`src/rtl/prio_encoder_rr_pkg.sv`:
```
// Shared constants and width helper for the round-robin priority encoder.
package prio_encoder_rr_pkg;

  localparam logic MODE_FIXED = 1'b0;
  localparam logic MODE_RR    = 1'b1;

  // Code width that never collapses to zero for tiny N.
  function automatic int unsigned clog2_safe(input int unsigned n);
    return (n < 2) ? 1 : $clog2(n);
  endfunction

endpackage

```
`src/rtl/prio_encoder_rr_pick.sv`:
```
// Combinational highest-set-bit finder; idx is 0 when no bit is set.
module prio_pick
  import prio_encoder_rr_pkg::*;
#(
  parameter  int unsigned N = 8,
  localparam int unsigned W = clog2_safe(N)
) (
  input  logic [N-1:0] vec,
  output logic [W-1:0] idx,
  output logic         any
);

  // Later iterations overwrite earlier ones, so the highest set bit wins.
  always_comb begin
    idx = '0;
    for (int unsigned i = 0; i < N; i++) begin
      if (vec[i]) idx = W'(i);
    end
  end

  assign any = |vec;

endmodule

```
`src/rtl/prio_encoder_rr.sv`:
```
// One-stage pipelined priority encoder/arbiter with fixed and round-robin modes
// and valid/ready handshakes on both sides.
module prio_encoder_rr
  import prio_encoder_rr_pkg::*;
#(
  parameter  int unsigned N = 8,
  localparam int unsigned W = clog2_safe(N)
) (
  input  logic         clk,
  input  logic         rst_n,
  input  logic         in_valid,
  output logic         in_ready,
  input  logic [N-1:0] req,
  input  logic         mode,
  output logic         out_valid,
  input  logic         out_ready,
  output logic [W-1:0] code,
  output logic         out_none,
  output logic         out_multi
);

  logic         out_valid_q, out_valid_d;
  logic [W-1:0] code_q, code_d;
  logic         none_q, none_d;
  logic         multi_q, multi_d;
  logic [W-1:0] last_g_q, last_g_d;

  logic [N-1:0] masked;
  logic [W-1:0] m_idx, u_idx, pick;
  logic         m_any, u_any, accept;

  // Requests strictly below the last grant get first chance in RR mode.
  always_comb begin
    masked = '0;
    for (int unsigned i = 0; i < N; i++) begin
      masked[i] = req[i] & (W'(i) < last_g_q);
    end
  end

  prio_pick #(.N(N)) u_pick_masked (
    .vec (masked),
    .idx (m_idx),
    .any (m_any)
  );

  prio_pick #(.N(N)) u_pick_full (
    .vec (req),
    .idx (u_idx),
    .any (u_any)
  );

  assign pick     = (mode == MODE_RR && m_any) ? m_idx : u_idx;
  assign in_ready = !out_valid_q || out_ready;
  assign accept   = in_valid && in_ready;

  // Next-state: load on accept, drop valid on a bare consume, otherwise hold.
  always_comb begin
    out_valid_d = out_valid_q;
    code_d      = code_q;
    none_d      = none_q;
    multi_d     = multi_q;
    last_g_d    = last_g_q;
    if (accept) begin
      out_valid_d = 1'b1;
      code_d      = pick;
      none_d      = !u_any;
      multi_d     = |(req & (req - N'(1)));
      if (u_any) last_g_d = pick;
    end else if (out_ready) begin
      out_valid_d = 1'b0;
    end
  end

  always_ff @(posedge clk or negedge rst_n) begin
    if (!rst_n) begin
      out_valid_q <= 1'b0;
      code_q      <= '0;
      none_q      <= 1'b0;
      multi_q     <= 1'b0;
      last_g_q    <= '0;
    end else begin
      out_valid_q <= out_valid_d;
      code_q      <= code_d;
      none_q      <= none_d;
      multi_q     <= multi_d;
      last_g_q    <= last_g_d;
    end
  end

  assign out_valid = out_valid_q;
  assign code      = code_q;
  assign out_none  = none_q;
  assign out_multi = multi_q;

endmodule
```
`config.mk`:
```
export PLATFORM = sky130hd
export DESIGN_NAME = prio_encoder_rr
export DESIGN_NICKNAME = d
export VERILOG_FILES = /design/src/rtl/prio_encoder_rr_pkg.sv /design/src/rtl/prio_encoder_rr_pick.sv /design/src/rtl/prio_encoder_rr.sv
export SDC_FILE = /design/constraint.sdc
export NUM_CORES = 1
export LEC_CHECK = 0
export CAP_MARGIN = 5
export CORE_UTILIZATION = 44
export DETAILED_ROUTE_END_ITERATION = 6
export PLACE_DENSITY_LB_ADDON = 0.25
export SLEW_MARGIN = 30
export SYNTH_ARGS = -nofsm -noshare
export SYNTH_HDL_FRONTEND = slang
export SYNTH_SLANG_ARGS = --single-unit
```
`constraint.sdc`:
```
create_clock -name clk -period 2.1 [get_ports clk]
set_clock_uncertainty 0.05 [all_clocks]
set_input_delay 0.525 -clock clk [delete_from_list [all_inputs] [get_ports clk]]
set_output_delay 0.525 -clock clk [all_outputs]
set_load 0.1 [all_outputs]
```
==> results.md, run 1 <==
- Status: completed
- Largest net degree at the start of global routing: 11
- Async SR Flop Fraction: 100.0%
- Fin Setup TNS: 0 ps
- Setup crit end kind: flop
- Pwr Density: 821.0 mW/mm^2
- Worst path max stage delay: 460 ps
- Layout cells sized above 1: 31.90%
- Critical Path, Cell by Cell: clkdlybuf4s50_1, buf_4, a31oi_1, o22ai_1, o21ai_2, mux2i_1, o21ai_0
- GP Congestion: between 0.9 and 1
- Max cap viols: 0
- Initial DRC Count: 57
- Routed wire per std cell: roughly 16 um
- Delay-heaviest family, CP: compound AO/OA/AOI/OAI gates
- Prevailing post-synth register cell: dfrtp_1
- Antenna diodes: 0
- Detailed Routing Iterations Pass 1: 4
- Unique masters post-synth: 35
- Inserted Clock Buffers: 3
- Initial antenna violation count: 0
- Vias in the first global route: between 600 and 700
- Synthesized area: approximately 650 um^2
- Buf+Inv Stages, Crit Path: 2
- Power, Total: 0.8609 mW
- Root buffer cell: clkbuf_4
- Seq/Total Area, Yosys: 34.82%
- Die area: ~0.0016 mm^2
- Synth Register Bits: 9
- Fin crit share: 98.85%
- Final Hold Fails: 0
- Net switching power: 0.4004 mW
- Syn nets: 90
- EDFF count, synth: 0
- Post-route ant nets: 0
- Layout area overhead: 62.09%
- Final WL: 2069 um
- Post-CTS setup buffers: 0
- Cells after synthesis: 77
- DR vias: 803
- HPWL Detailed: roughly 1500 um
- Vias per cell: 6.130
- Port Buffers: 19
- # H-tree levels: 1
- CTS tree: done
- Tmin final: 2076 ps
- Max Slew Vio Count: 0
- Peak supply drop: between 0.0008 and 0.0009 V
- Final Setup Violations: 0
- Die height: 40.34 um
- GR Overflow Total: 0
- Gr usage total: 27.30%
- Sequential power share: ~30%
- Critical Path RT: 2200 ps
- CTS clock-pin slew for the worst setup and hold paths: around 70 ps
- Int Pwr: around 0.46 mW
- Synthesis warning total: 0
- Clock buffer depth: 2
- Maximum clock frequency: 0.4817 GHz
- Slowest stage cell, crit path: clkdlybuf4s50_1
- Slew @ Worst Pin: 432.6 ps
- Clock share of power: between 10% and 20%
- Leak pwr: ~0.46 nW
- Hold buffers post-CTS: 0
- Crit path DAT: approximately 2200 ps
- Die W: just over 40 um
- I/O Pins: 20
- Core ar.: roughly 0.0013 mm^2
- Initial Util: about half
- Drt drc: 0
- Worst setup SP type: input port
- Sink Count: 9
- Setup Crit Path Kind: input port to flop
- Worst hold path type: flop to flop
- Fillcell total: 90
- Nets@finish: 130
- Sw Ratio: 46.51%
- Cell row count: 13
- Clk Latency, worst-skew pair: 270 ps
- Avg Inst Size Synth: between 8 and 9 um^2
- Max-slew headroom: 71.07%
- CP Max Fanout: 4
- First-pass GRT wire length: 2835 um
- Share of power burned in combinational logic: 53.8%
[worst reg2reg max path, cell delays in order, from the launching register on]
cell and delay [ps]:
dfrtp_1 510, a31oi_1 350, o22ai_1 170, o21ai_2 220
mux2i_1 250, o21ai_0 110
[per-layer routing]
metal / GRT usage [%] / up-vias / wire length (um)
met5: 0 / - / 0
met4: 13.33 / 0 / 81
met3: 6.667 / 13 / 173
met2: 45.24 / 55 / 1010
met1: 32.53 / 365 / 803
li1: - / 370 / -
[cells by family (layout without fill, tap and decap cells)]
| kind of cell | Yosys count | in the layout | synth area share [%] |
|---|---|---|---|
| AO/OA/AOI/OAI | 34 | 34 | 36.36 |
| AND/OR/NAND/NOR | 24 | 24 | 20.12 |
| flip-flops | 9 | 9 | 34.82 |
| buffers and inverters | 8 | 47 | 5.607 |
| multiplexers | 2 | 2 | 3.095 |
[power groups by stage]
stage / logic, mW / clock network [mW] / registers [mW]
global placement: 0.440 / 0 / 0.259
finish: 0.463 / 0.137 / 0.261
global route: 0.479 / 0.150 / 0.265
detailed placement: 0.451 / 0 / 0.260
CTS: 0.454 / 0.140 / 0.257
floorplan: 0.143 / 0 / 0.379
[path summary, 6_finish.rpt]
check	startpoint	end	slack (ps)	cells after the start
min reg2reg	out_none$_DFFE_PN0P_	out_none$_DFFE_PN0P_	450	2
max reg2reg	last_g_q[1]$_DFFE_PN0P_	last_g_q[1]$_DFFE_PN0P_	330	5
max	req[2]	last_g_q[1]$_DFFE_PN0P_	20	7
min	out_none$_DFFE_PN0P_	out_none$_DFFE_PN0P_	450	2
min in group asynchronous	rst_n	last_g_q[1]$_DFFE_PN0P_	510	1
max in group asynchronous	rst_n	out_valid$_DFFE_PN0P_	1170	1
[timing repair]
item	in CTS	in global routing
endpoints found under the setup margin	0	2
gates resized for setup	0	2
endpoints found under the hold margin	0	0
[registers in the layout (all words and copies together) (netlist names)]
register / cells
out_none: 1
out_multi: 1
code: 3
out_valid: 1
last_g_q: 3
[cell type report]
class	instances	area [um^2]	area share, %
multi-input combinational	60	389.1	37.11
inverter	4	15.01	1.432
timing repair buffer	39	372.9	35.56
tap	15	18.77	1.790
sequential	9	226.5	21.60
clock buffer	4	26.28	2.506
[synth_stat cells (2+ instances only)]
library cell | n | share of area [%]
a211oi_1 | 2 | 2.3
o21bai_1 | 2 | 2.3
nand2_1 | 8 | 4.6
o21ai_1 | 2 | 1.5
a31oi_1 | 2 | 1.9
o22ai_1 | 2 | 1.9
a21o_1 | 2 | 2.3
a21oi_1 | 8 | 6.2
dfrtp_1 | 9 | 35
inv_1 | 4 | 2.3
o21ai_0 | 7 | 5.4
nor2_1 | 5 | 2.9
mux2i_1 | 2 | 3.1
[metrics by stage]
stage,cell area [um^2],util [%],setup WS [ps],hold slack [ps],std cells
after floorplan,648.1,-,59.90,179.4,77
after CTS,1045,78.33,41.98,452.7,131
after global placement,1018,76.36,-163.5,426.7,127
final,1049,78.61,24.12,447.5,131
after detailed placement,1018,76.36,-234.9,437.7,127
after global routing,1049,78.61,-24.36,494.9,131
[cell usage in the layout, fill, tap and decap left out, types with 3 or more instances in the layout]
cell / n
dfrtp_1: 8
inv_1: 4
clkdlybuf4s50_1: 12
nor2_1: 5
nand2_1: 8
a21oi_1: 8
buf_4: 23
buf_12: 4
clkbuf_4: 3
o21ai_0: 6
(Power assumes the default switching activity.)
==> run 2: changes to the inputs <==
--- a/config.mk
+++ b/config.mk
@@ -5,7 +5,6 @@
 export SDC_FILE = /design/constraint.sdc
 export NUM_CORES = 1
 export LEC_CHECK = 0
-export CAP_MARGIN = 5
 export CORE_UTILIZATION = 44
 export DETAILED_ROUTE_END_ITERATION = 6
 export PLACE_DENSITY_LB_ADDON = 0.25
==> results of run 2 <==
Same layout as run 1: the final DEF is identical, and so are final timing and power.
